--- src/rtl/pc_unit.sv ---
// -----------------------------------------------------------------------------
// pc_unit - program-counter unit for the single-cycle RISC-V core.
//
// Holds the registered program counter and selects the next PC. The choices
// are sequential, PC-relative (branch/JAL), register-relative (JALR) or trap
// return. It also handles stall hold and trap entry, and saves the exception
// PC on a trap. The link value (pc + STEP) and the computed redirect target
// are exported combinationally for the register-file write-back mux.
//
// Ports:
//   clk        in   1     clock, all state updates on the rising edge
//   rst        in   1     synchronous active-high reset, highest priority
//   en         in   1     advance enable (0 = stall, state holds, trap drops)
//   pc_src     in   2     00 seq, 01 PC-relative, 10 JALR, 11 trap return
//   take       in   1     branch condition, qualifies pc_src = 01
//   imm        in   XLEN  sign-extended immediate
//   rs1        in   XLEN  register operand for JALR
//   ext_trap   in   1     trap request from decode
//   pc         out  XLEN  current PC (registered)
//   pc_plus    out  XLEN  pc + STEP (combinational link value)
//   target     out  XLEN  computed redirect target (combinational)
//   epc        out  XLEN  saved exception PC (registered)
//   trap       out  1     one-cycle pulse, trap entered on the last edge
//   trap_cause out  2     00 none, 01 misaligned target, 10 external (sticky)
// -----------------------------------------------------------------------------
module pc_unit #(
   parameter int unsigned     XLEN         = 32,
   parameter logic [XLEN-1:0] RESET_VECTOR = 32'h0000_0000,
   parameter logic [XLEN-1:0] TRAP_VECTOR  = 32'h0000_0100,
   parameter int unsigned     STEP         = 4,
   parameter int unsigned     ALIGN_BITS   = 2
) (
   input  logic            clk,
   input  logic            rst,
   input  logic            en,
   input  logic [1:0]      pc_src,
   input  logic            take,
   input  logic [XLEN-1:0] imm,
   input  logic [XLEN-1:0] rs1,
   input  logic            ext_trap,
   output logic [XLEN-1:0] pc,
   output logic [XLEN-1:0] pc_plus,
   output logic [XLEN-1:0] target,
   output logic [XLEN-1:0] epc,
   output logic            trap,
   output logic [1:0]      trap_cause
);

   // Next-PC source encodings
   localparam logic [1:0] SRC_SEQ  = 2'b00;
   localparam logic [1:0] SRC_REL  = 2'b01;
   localparam logic [1:0] SRC_JALR = 2'b10;
   localparam logic [1:0] SRC_RET  = 2'b11;

   // Trap cause encodings
   localparam logic [1:0] CAUSE_NONE  = 2'b00;
   localparam logic [1:0] CAUSE_ALIGN = 2'b01;
   localparam logic [1:0] CAUSE_EXT   = 2'b10;

   localparam logic [XLEN-1:0] STEP_W = XLEN'(STEP);

   // True when any of the low ALIGN_BITS address bits is set
   function automatic logic misaligned_f(input logic [XLEN-1:0] addr);
      return |addr[ALIGN_BITS-1:0];
   endfunction

   logic [XLEN-1:0] pc_r;
   logic [XLEN-1:0] epc_r;
   logic            trap_r;
   logic [1:0]      cause_r;

   logic [XLEN-1:0] pc_plus_s;
   logic [XLEN-1:0] rel_sum_s;
   logic [XLEN-1:0] jalr_sum_s;
   logic [XLEN-1:0] target_s;
   logic            redirect_s;
   logic            misaligned_s;

   logic [XLEN-1:0] pc_nxt_s;
   logic [XLEN-1:0] epc_nxt_s;
   logic            trap_nxt_s;
   logic [1:0]      cause_nxt_s;

   // Adders: all wrap modulo 2^XLEN with no carry out
   always_comb begin
      pc_plus_s  = pc_r + STEP_W;
      rel_sum_s  = pc_r + imm;
      jalr_sum_s = rs1 + imm;
   end

   // Target mux. JALR clears bit 0 before the alignment check sees it.
   always_comb begin
      target_s = pc_plus_s;
      case (pc_src)
         SRC_SEQ:  target_s = pc_plus_s;
         SRC_REL:  target_s = rel_sum_s;
         SRC_JALR: target_s = {jalr_sum_s[XLEN-1:1], 1'b0};
         SRC_RET:  target_s = epc_r;
         default:  target_s = pc_plus_s;
      endcase
   end

   // Redirect decision and alignment check. An untaken branch is sequential,
   // so its target is never checked.
   always_comb begin
      redirect_s = 1'b0;
      case (pc_src)
         SRC_SEQ:  redirect_s = 1'b0;
         SRC_REL:  redirect_s = take;
         SRC_JALR: redirect_s = 1'b1;
         SRC_RET:  redirect_s = 1'b1;
         default:  redirect_s = 1'b0;
      endcase
      if (redirect_s) begin
         misaligned_s = misaligned_f(target_s);
      end else begin
         misaligned_s = 1'b0;
      end
   end

   // Next-state selection: external trap beats misaligned trap beats redirect.
   // A stall holds everything except trap, which is a one-cycle pulse.
   always_comb begin
      pc_nxt_s    = pc_r;
      epc_nxt_s   = epc_r;
      trap_nxt_s  = 1'b0;
      cause_nxt_s = cause_r;
      if (!en) begin
         pc_nxt_s    = pc_r;
         epc_nxt_s   = epc_r;
         trap_nxt_s  = 1'b0;
         cause_nxt_s = cause_r;
      end else if (ext_trap) begin
         pc_nxt_s    = TRAP_VECTOR;
         epc_nxt_s   = pc_r;
         trap_nxt_s  = 1'b1;
         cause_nxt_s = CAUSE_EXT;
      end else if (misaligned_s) begin
         pc_nxt_s    = TRAP_VECTOR;
         epc_nxt_s   = pc_r;
         trap_nxt_s  = 1'b1;
         cause_nxt_s = CAUSE_ALIGN;
      end else if (redirect_s) begin
         pc_nxt_s    = target_s;
         epc_nxt_s   = epc_r;
         trap_nxt_s  = 1'b0;
         cause_nxt_s = cause_r;
      end else begin
         pc_nxt_s    = pc_plus_s;
         epc_nxt_s   = epc_r;
         trap_nxt_s  = 1'b0;
         cause_nxt_s = cause_r;
      end
   end

   // State registers with synchronous reset taking priority over everything
   always_ff @(posedge clk) begin
      if (rst) begin
         pc_r    <= RESET_VECTOR;
         epc_r   <= {XLEN{1'b0}};
         trap_r  <= 1'b0;
         cause_r <= CAUSE_NONE;
      end else begin
         pc_r    <= pc_nxt_s;
         epc_r   <= epc_nxt_s;
         trap_r  <= trap_nxt_s;
         cause_r <= cause_nxt_s;
      end
   end

   assign pc         = pc_r;
   assign pc_plus    = pc_plus_s;
   assign target     = target_s;
   assign epc        = epc_r;
   assign trap       = trap_r;
   assign trap_cause = cause_r;

endmodule
--- config.mk ---
export PLATFORM = sky130hd
export DESIGN_NAME = pc_unit
export DESIGN_NICKNAME = d
export VERILOG_FILES = /design/src/rtl/pc_unit.sv
export SDC_FILE = /design/constraint.sdc
export NUM_CORES = 1
export LEC_CHECK = 0
export CORE_MARGIN = 1
export CORE_UTILIZATION = 50
export CTS_CLUSTER_DIAMETER = 60
export CTS_CLUSTER_SIZE = 24
export DETAILED_ROUTE_END_ITERATION = 10
export GPL_TIMING_DRIVEN = 0
export PLACE_DENSITY = 0.81
export SYNTH_ARGS = -nofsm -noshare
export SYNTH_HDL_FRONTEND = slang
export SYNTH_SLANG_ARGS = --single-unit
export TNS_END_PERCENT = 100
--- constraint.sdc ---
create_clock -name clk -period 6.3 [get_ports clk]
set_input_delay 1.575 -clock clk [delete_from_list [all_inputs] [get_ports clk]]
set_output_delay 1.575 -clock clk [all_outputs]
set_load 0.02 [all_outputs]
---- Word-level counts from Yosys, hierarchy flattened ----
Index checks and enable logic that the tools add are counted.
Widths: inputs -> output; s select.
storage, ports and cells
  register bits after elaboration ......... 67
  input bits .............................. 71
  output and inout port bits .............. 131
  logic and storage cells ................. 29
operators by class
  add/sub/neg operators ................... 3
  equal/unequal tests ..................... 3
  muxes and demuxes ....................... 12
  bitwise logic cells ..................... 1
  reduce and logical (&&, ||, !) cells .... 6
operators by type and width
  operator               number
  $mux 32                5
  $pmux 32 s4            1
  $add 32x32->32         2
  $add 32x3->32 const B  1
  $reduce_or 2->1        3
  $eq 2x2->1 const B     2
  $mux 2                 2
  $mux 1                 3
  $pmux 1 s3             1
  $eq 2x1->1 const B     1
  $logic_not 2->1        1
  $reduce_and 2->1       1
  $reduce_bool 2->1      1
  $not 1->1              1

---- Depth between registers and ports, before layout ----
Gate-level depths: netlist (run 1).
  depth after elaboration ................. 6
  mapped depth ............................ 12

---- Worst setup path after synthesis (run 1) ----
Ideal clock, no wire load.
  path type ............................... in2out
  start ................................... input imm[7]
  end ..................................... output target[26]
  arrival ................................. 4.202 ns
  required time ........................... 4.725 ns
  slack ................................... 0.523 ns
  cell stages on the path ................. 10
  cells stage by stage .................... ha_1 -> a21o_1 -> or3_1 -> o21a_1 -> a41oi_2 -> a311o_1 -> a21oi_1 -> o21a_1 -> o311a_1 -> a211oi_1
on the way
  longest elaborated chain between the ends .. 2
  elaborated cells on any way between the ends .. 3
  those cells by class .................... 2 x add/sub; 1 x mux
RTL lines
  element                                   line    source
  start: declaration                        38      input logic [XLEN-1:0] imm,
  $add 32x32->32, on equally long branches  88, 87
  $pmux 32 s4 (*)                           94      case (pc_src)
  end: declaration                          43      output logic [XLEN-1:0] target,
Every way passes the cells marked *; elsewhere a longest branch is shown, timed or not.

---- Final worst setup path (run 1) ----
  start ................................... input pc_src[0]
  end ..................................... output target[9]
on the way
  longest elaborated chain between the ends .. 2
  elaborated cells on any way between the ends .. 5
  those cells by class .................... 3 x eq/ne; 1 x mux; 1 x reduce/logical
RTL lines
  element                             line  source
  start: declaration                  36    input logic [1:0] pc_src,
  $eq 2x2->1 (tied with other cells)  94
  $pmux 32 s4 (*)                     94
Marks and branches as above.

==> impl_metrics.toml, run 1 <==
[logic_synthesis]
yosysMostFrequentCell = "nor2_1"
synth_nets = 1179
synth_seq_area_share = 0.180
syn-cell-area_um2 = 7470
yosys_register_bits = 67
async_reset_ff_frac = 0
synth_edf_count = 0
yosys.cell_types.count = 74
post-synth-top-area-cell = "dfxtp_1"
yosysWarnings = 0
avgSynthCellArea_um2 = 7.15
yosys-top-cells-area = "dfxtp_1 18%, ha_1 10%, nor2_1 6.2%"
synthCells = 1044
synth_flop_cell = "dfxtp_1"
synthTopCellsByCount = "124 x nor2_1, 114 x nand2_1, 88 x a21oi_1, 74 x o21ai_0, 67 x dfxtp_1"
synth_top_area_share = 0.180

[drt]
wire_per_inst_um = 23.0
drc = 0
drt_iter0_markers = 1217
viasPerCell = 6.52
routed_wl_um = 33500
first_pass_iters = 6
ant_nets = 0
vias = 9507

[global_route]
grtUsageMet1 = 0.543
grtUsageMet2 = 0.642
grt_busiest_layer = "met2"
antenna_found_initial = 0
grt_pass1_vias = 8930
grt_pass1_wl_um = 50000
gr-total-overflow = 0
track_usage = 0.417
met3_usage = 0.107
grt_max_degree = 12

[cells_and_area]
layout-drive-gt1-share = 0.0918
final_cell_count_no_fill = 1459
final_nets = 1405
areaGrowthSynthToFinish_pct = 40.9
diodes = 0

[place]
portBuffers = 198
finalWeightedCongestion = 0.987
dpl.cell_count = 1426
hpwl_um = 25400

[setup_path]
setup.worst_path.start_class = "input port"
critical_path_class = "in -> out"
critPathCaptureType = "output port"
crit_fanout = 10
required_ns = 4.72
cp.arrival_ns = 4.80
worstRegToRegCells = 12
r2r-end = "pc[10]"
r2r_slack_ns = 2.73
r2r_start = "pc[0]"

[clock_network]
clockRootBuffer = "clkbuf_16"
cts_buffers = 9
cts_max_path_buffers = 2
worstSkewPairLatency_ns = 0.36
clk_pin_slew_worst_paths_ns = 0.06
cts.sink_count = 67
cts_tree = "done"
htree_levels = 3

[run_status]
status = "complete, but fails checks"
violations = "setup timing"

[floorplan]
die_y_um = 124
die_area_um2 = 15400
die_w_um = 124
design.core.area_um2 = 14500
ioPinCount = 202
num_rows = 44
start_util = 0.514

[power]
peakVddDrop_mv = 0.126
p_leak_nw = 4.46
p_per_area_nw_per_um2 = 178
power_mw = 1.87

[timing]
tightest_slew_ns = 1.09
finalHoldViolCount = 0
drv_slew = 0
layout_setup_ws_ns = -0.0775
worst_clock_skew_ns = 0.0107
max_freq_mhz = 157
rsz0062_at_grt = "true"
setup_viol = 1
period_share = 1.01
layout_min_cycle_time_ns = 6.38
slew_headroom = 0.274

[run]
drv_cap = 0

[min_path]
holdPathEnd = "trap_cause[0]"
hold_path.class = "reg -> reg"
worstHoldPathCells = 2
worstHoldStart = "trap_cause[0]"
==> registers in the layout (all words and copies together) (netlist names) <==
name,cells
trap,1
epc,32
trap_cause,2
pc,32
==> worst max path at each step <==
stage	startpoint	end	slack [ns]	cells after the start
floorplan	imm[7]	target[26]	0.52	10
global placement	imm[7]	target[31]	-1.12	12
detailed placement	imm[8]	target[31]	-1.10	12
CTS	rs1[1]	target[24]	0.001	14
global route	rs1[10]	target[26]	-0.06	13
finish	pc_src[0]	target[9]	-0.08	7
==> area by class of cell <==
cell class	instances	area, um^2
multi-input combinational	887	6170
fill	1228	4010
timing repair buffer	215	2090
sequential	67	1340
clock buffer	12	256
tap	184	230
buffer	55	225
inverter	35	131
clock inverter	4	72.6
==> cells by family (layout without fill, tap and decap cells) <==
| family | Yosys count | count (layout) | synth area share |
|---|---|---|---|
| AND/OR/NAND/NOR | 363 | 363 | 0.223 |
| adder cells (fa/ha/maj) | 64 | 64 | 0.109 |
| AO/OA/AOI/OAI | 348 | 348 | 0.304 |
| multiplexers | 37 | 37 | 0.0499 |
| buffers and inverters | 90 | 321 | 0.0467 |
| flip-flops | 67 | 67 | 0.180 |
| XOR/XNOR | 75 | 75 | 0.0880 |
==> layer usage <==
layer	share of wire	up-vias
met3	0.12	140
li1	-	4280
met4	0.046	0
met2	0.44	684
met1	0.40	4403
met5	0	-
==> critical path, cell delays in order <==
cell	delay, ns
clkbuf_1	0.44
clkinv_1	0.66
nand2_1	0.53
clkbuf_2	0.45
o22ai_1	0.27
nor2_1	0.23
clkdlybuf4s50_1	0.63
==> cell usage in the layout, fill, tap and decap left out, drive strengths merged, types with 14 or more instances in the layout <==
cell type / synthesis / layout
a21oi: 88 / 88
nand4: 17 / 17
o21ai: 79 / 79
buf: 8 / 30
a211oi: 14 / 14
nand2: 114 / 114
inv: 34 / 34
clkdlybuf4s50: 0 / 163
xor2: 35 / 35
nor3: 18 / 18
a31oi: 15 / 15
dlygate4sd2: 0 / 14
a21o: 28 / 28
clkbuf: 47 / 62
mux2i: 35 / 35
nand3: 24 / 24
o211ai: 19 / 19
ha: 62 / 62
xnor2: 40 / 40
dfxtp: 67 / 67
nor2: 124 / 124
==> stage by stage <==
step / hold WS, ns / setup slack (ns) / cell area (um^2) / setup TNS [ns] / utilization
after floorplan: 0.543 / 0.523 / 7470 / 0 / -
after CTS: 0.484 / 0.00145 / 10300 / 0 / 0.711
after detailed placement: 0.465 / -1.10 / 9680 / -13.81 / 0.666
after global placement: 0.465 / -1.12 / 9680 / -13.85 / 0.666
final: 0.483 / -0.0775 / 10500 / -0.0775 / 0.724
after global routing: 0.506 / -0.0562 / 10500 / -0.106 / 0.724
==> what timing repair did <==
action | in CTS | in global routing
setup endpoints to repair | 29 | 26
hold buffers | 0 | 0
pin swaps | 17 | 17
resized for setup | 104 | 48
buffers inserted | 11 | 6
==> report_power, final <==
group	switching, mW	leakage, nW	internal [mW]	total (mW)
Clock	0.223	0.159	0.368	0.591
Sequential	0.0319	0.543	0.439	0.471
Combinational	0.477	3.76	0.329	0.806
Power figures use the tool's default switching activity.
==> run 2: changes to the inputs <==
--- a/config.mk
+++ b/config.mk
@@ -5,7 +5,7 @@
 export SDC_FILE = /design/constraint.sdc
 export NUM_CORES = 1
 export LEC_CHECK = 0
-export CORE_MARGIN = 1
+export CORE_MARGIN = 2
 export CORE_UTILIZATION = 50
 export CTS_CLUSTER_DIAMETER = 60
 export CTS_CLUSTER_SIZE = 24
==> run 2 against run 1 <==
  * The run still ends with setup timing left
  * Power decreased by 2.0%
  * Flip-flop and latch count unchanged
  * Largest cell class unchanged
  * Sequential power is essentially flat
  * Clock skew fell by 0.0012 ns
  * Critical path type unchanged
  * Maximum frequency is 1.0% higher
  * Worst setup slack improved by 0.066 ns
  * Clock power fell by 9.1%
  * Non-clock buffer count is 2 lower
==> impl_metrics.toml, run 2 (synthesis gave the netlist of run 1 again) <==
[run_status]
status = "complete, but fails checks"
violations = "setup timing"

[timing]
slew_headroom = 0.266
fin_hold_ws_ns = 0.472
finalHoldViolCount = 0
period_share = 1.00
tightest_slew_ns = 1.10
fin_setup_tns_ns = -0.0117
drv_slew = 0
max_freq_mhz = 158
worst_clock_skew_ns = 0.00955
layout_min_cycle_time_ns = 6.31
setup_viol = 1
layout_setup_ws_ns = -0.0117

[global_route]
grt_busiest_layer = "met2"
grt_pass1_vias = 8419
antenna_found_initial = 0
gr-total-overflow = 0
grt_pass1_wl_um = 48400
track_usage = 0.392
grtUsageMet1 = 0.532
grtUsageMet2 = 0.604
grt_max_degree = 12
met3_usage = 0.0969

[place]
portBuffers = 198
place_ws_ns = -0.852
hpwl_um = 25300
finalWeightedCongestion = 0.994
dpl.cell_count = 1426
place_area_um2 = 9680

[power]
power.internal_mw = 1.09
p_per_area_nw_per_um2 = 173
pwr-share-comb = 0.451
p_switching_mw = 0.737
clkPwrFrac = 0.293
p_leak_nw = 4.54
switching_share = 0.403
peakVddDrop_mv = 0.197
power_mw = 1.83
p_seq_frac = 0.256

[clock_network]
cts_tree = "done"
clockRootBuffer = "clkbuf_16"
clk_pin_slew_worst_paths_ns = 0.06
cts.sink_count = 67
cts_buffers = 9
htree_levels = 3
worstSkewPairLatency_ns = 0.35
cts_max_path_buffers = 2

[cells_and_area]
layout_common_cells = "157 x clkdlybuf4s50_1, 122 x nor2_1, 110 x nand2_1, 76 x a21oi_1, 68 x o21ai_0"
areaGrowthSynthToFinish_pct = 42.1
mostFrequentLayoutCell = "clkdlybuf4s50_1"
fin_util = 0.727
fillers = 1204
postLayoutCellArea_um2 = 10600
final_cell_count_no_fill = 1457
layout-drive-gt1-share = 0.105
diodes = 0
final_nets = 1403

[run]
drv_cap = 0

[drt]
drt_iter0_markers = 1152
first_pass_iters = 6
wire_per_inst_um = 23.2
drc = 0
ant_nets = 0
viasPerCell = 6.54
routed_wl_um = 33800
vias = 9531

[setup_path]
critPathCaptureType = "output port"
path_delay_family = "buffers and inverters"
setup.worst_path.start_class = "input port"
cpMostUsedCell = "clkdlybuf4s50_1"
cpMaxStageDelayCell = "clkdlybuf4s50_1"
worst-path-buf-inv = 4
required_ns = 4.72
critPathMaxStageDelay_ns = 0.63
critical_path_class = "in -> out"
path_cells = "clkdlybuf4s50_1 > ha_4 > and3_1 > and4_1 > a211oi_4 > buf_12 > buf_4 > o21ai_0 > xor2_1 > o22ai_1 > nor2_1 > clkdlybuf4s50_1"
cp.arrival_ns = 4.74
crit_fanout = 4

[floorplan]
die_area_um2 = 15900
num_rows = 44
start_util = 0.512
die_w_um = 126
design.core.area_um2 = 14600
ioPinCount = 202
die_y_um = 126

[min_path]
hold_path.class = "reg -> reg"
## run 2: path summary, 6_finish.rpt
kind                            slack, ns       endpoint          start  cells past startpoint
worst max register to register       2.70         pc[10]          pc[0]                     12
worst min register to register       0.47  trap_cause[0]  trap_cause[0]                      2
worst min-delay path                 0.47  trap_cause[0]  trap_cause[0]                      2
worst max-delay path                -0.01     target[11]         rs1[8]                     12
## run 2: final cells by class
| cell class | instances | area [um^2] | area share |
|---|---|---|---|
| Buffer | 50 | 213 | 0.0200 |
| Clock buffer | 11 | 243 | 0.0229 |
| Clock inverter | 5 | 52.6 | 0.00495 |
| Inverter | 35 | 131 | 0.0124 |
| Multi-Input combinational cell | 887 | 6240 | 0.588 |
| Sequential cell | 67 | 1340 | 0.126 |
| Tap cell | 184 | 230 | 0.0217 |
| Timing Repair Buffer | 218 | 2160 | 0.203 |
## run 2: repair_timing
item                                    CTS  global route
hold buffers                              0             0
pin swaps                                16            34
endpoints found under the setup margin   29            26
resized for setup                       116            73
buffers inserted                         10            10
## run 2: power by group through the flow
stage                     Sequential [mW]  Clock (mW)  Combinational (mW)
after floorplan                     0.485           0               0.426
after global placement              0.476           0               0.728
after detailed placement            0.476           0               0.732
after CTS                           0.467       0.525               0.762
after global routing                0.471       0.539               0.865
final                               0.469       0.537               0.825
## run 2: worst min-delay path, cell delays in order, from the launching register on
cell      delay, ns
dfxtp_1        0.31
inv_1          0.05
a221oi_1       0.06
## run 2: metal layers
| metal | vias to the layer above | part of all wire |
|---|---|---|
| li1 | 4294 | - |
| met1 | 4442 | 0.40 |
| met2 | 698 | 0.44 |
| met3 | 97 | 0.12 |
| met4 | 0 | 0.037 |
| met5 | - | 0 |
==> run 3: changes to the inputs <==
--- a/config.mk
+++ b/config.mk
@@ -11,7 +11,7 @@
 export CTS_CLUSTER_SIZE = 24
 export DETAILED_ROUTE_END_ITERATION = 10
 export GPL_TIMING_DRIVEN = 0
-export PLACE_DENSITY = 0.81
+export PLACE_DENSITY = 0.78
 export SYNTH_ARGS = -nofsm -noshare
 export SYNTH_HDL_FRONTEND = slang
 export SYNTH_SLANG_ARGS = --single-unit
==> run 3 against run 2 <==
  * The flow still finishes with violations (setup timing)
  * Final area increased by 0.44%
  * Non-clock buffer count increased by 12
  * Clock skew increased by 0.00066 ns
  * Global-route usage increased by 1.4 points
  * Register-to-register slack improved by 0.05 ns
  * Sequential share of layout area decreased by 0.055 points
  * Flip-flop and latch count unchanged
  * Maximum frequency increased by 0.18%
  * Critical path depth increased by 2
  * Die area unchanged
  * Critical path type unchanged
  * Largest cell class unchanged
==> impl_metrics.toml, run 3 (synthesis gave the netlist of run 1 again) <==
[clock_network]
worstSkewPairLatency_ns = 0.35
htree_levels = 3
clockRootBuffer = "clkbuf_16"
holdBufCountCts = 0
cts_tree = "done"
cts_max_path_buffers = 2
clk_pin_slew_worst_paths_ns = 0.06
cts_buffers = 9
cts.sink_count = 67

[global_route]
antenna_found_initial = 0
gr-total-overflow = 0
track_usage = 0.406
grt_pass1_vias = 8995
grt_pass1_wl_um = 50300
grt_max_degree = 14

[timing]
finalHoldViolCount = 0
max_freq_mhz = 159
layout_min_cycle_time_ns = 6.30
worst_clock_skew_ns = 0.0102
drv_slew = 0
slew_headroom = 0.309
setup_viol = 1
period_share = 1.00
fin_setup_tns_ns = -0.000365
tightest_slew_ns = 1.04
rsz0062_at_grt = "true"
layout_setup_ws_ns = -0.000365

[drt]
vias = 9696
drt_iter0_markers = 1223
wire_per_inst_um = 23.1
drc = 0
routed_wl_um = 34000
first_pass_iters = 5
ant_nets = 0
viasPerCell = 6.60

[cells_and_area]
layout-drive-gt1-share = 0.111
fin_util = 0.731
layout_common_cells = "158 x clkdlybuf4s50_1, 123 x nor2_1, 111 x nand2_1, 73 x a21oi_1, 70 x o21ai_0"
final_cell_count_no_fill = 1469
multi_input_area_um2 = 6230
diodes = 0
seqCellArea_um2 = 1340
areaGrowthSynthToFinish_pct = 42.7
final_nets = 1415
mostFrequentLayoutCell = "clkdlybuf4s50_1"
fillers = 1168
postLayoutCellArea_um2 = 10700

[setup_path]
critPathMaxStageDelay_ns = 0.45
required_ns = 4.72
cpMostUsedCell = "buf_4"
cpMaxStageDelayCell = "clkdlybuf4s50_1"
cp.arrival_ns = 4.73
setup.worst_path.start_class = "input port"
path_cells = "clkdlybuf4s50_1 > ha_4 > and3_4 > and4_1 > a211oi_4 > buf_6 > a2111o_1 > o211ai_1 > buf_4 > a31oi_1 > xnor2_1 > a21oi_2 > a221oi_2 > buf_4"
crit_fanout = 4
critPathCaptureType = "output port"
critical_path_class = "in -> out"

[floorplan]
die_w_um = 126
start_util = 0.512
design.core.area_um2 = 14600
ioPinCount = 202
die_area_um2 = 15900
num_rows = 44
die_y_um = 126

[place]
dpl.cell_count = 1426
finalWeightedCongestion = 1.02
hpwl_um = 25600
place_area_um2 = 9680
portBuffers = 198

[power]
power_mw = 1.84
p_leak_nw = 4.55
power.internal_mw = 1.09
p_switching_mw = 0.749
peakVddDrop_mv = 0.146
pwr-share-comb = 0.453
p_seq_frac = 0.254
clkPwrFrac = 0.292
switching_share = 0.406
p_per_area_nw_per_um2 = 173

[run]
drv_cap = 0

[run_status]
status = "complete, but fails checks"
violations = "setup timing"

[min_path]
hold_path.class = "reg -> reg"
run 3: worst max-delay path, delay by kind of cell:
family,cells,cell delay (ns)
and+or+nand+nor,2,0.41
AOI/OAI and AO/OA,6,1.12
xor gates and xnor gates,1,0.31
adders and majority gates,1,0.32
buffers and inverters,4,0.98
run 3: layout make-up:
class                      instances  area share
buffer                            51      0.0195
clock buffer                       9      0.0211
clock inverter                     7     0.00728
inverter                          35      0.0123
multi-input combinational        887       0.585
sequential                        67       0.126
tap                              184      0.0216
timing repair buffer             229       0.208
run 3: final timing paths:
path                               startpoint             to  slack (ns)  depth (start not counted)
worst min register to register  trap_cause[0]  trap_cause[0]        0.48                          2
worst max-delay path                   rs1[8]     target[25]     -0.0004                         14
worst min-delay path            trap_cause[0]  trap_cause[0]        0.48                          2
worst max register to register          pc[0]         pc[10]        2.75                         12
run 3: repair_timing:
| item | in CTS | in global routing |
|---|---|---|
| gates cloned | 0 | 0 |
| pin swaps | 28 | 19 |
| endpoints found under the setup margin | 29 | 28 |
| resized for setup | 121 | 63 |
| buffers inserted | 16 | 15 |
run 3: through the flow:
step                worst slack, ns  hold slack [ns]
global route                -0.0662            0.508
floorplan                     0.523            0.543
global placement             -0.871            0.464
detailed placement           -0.852            0.474
CTS                        -0.00220            0.487
finish                    -0.000365            0.483
run 3: power groups by stage:
stage               Sequential [mW]  Combinational [mW]  Clock, mW
floorplan                     0.485               0.426          0
global placement              0.476               0.730          0
detailed placement            0.476               0.734          0
CTS                           0.467               0.772      0.533
global route                  0.471               0.882      0.554
finish                        0.469               0.836      0.539
run 3: metal layers:
metal / share of wire / vias to the layer above / routed length, um / track usage
li1: - / 4316 / - / -
met1: 0.39 / 4477 / 13100 / 0.532
met2: 0.44 / 745 / 14900 / 0.631
met3: 0.13 / 158 / 4280 / 0.100
met4: 0.051 / 0 / 1730 / 0.181
met5: 0 / - / 0 / 0
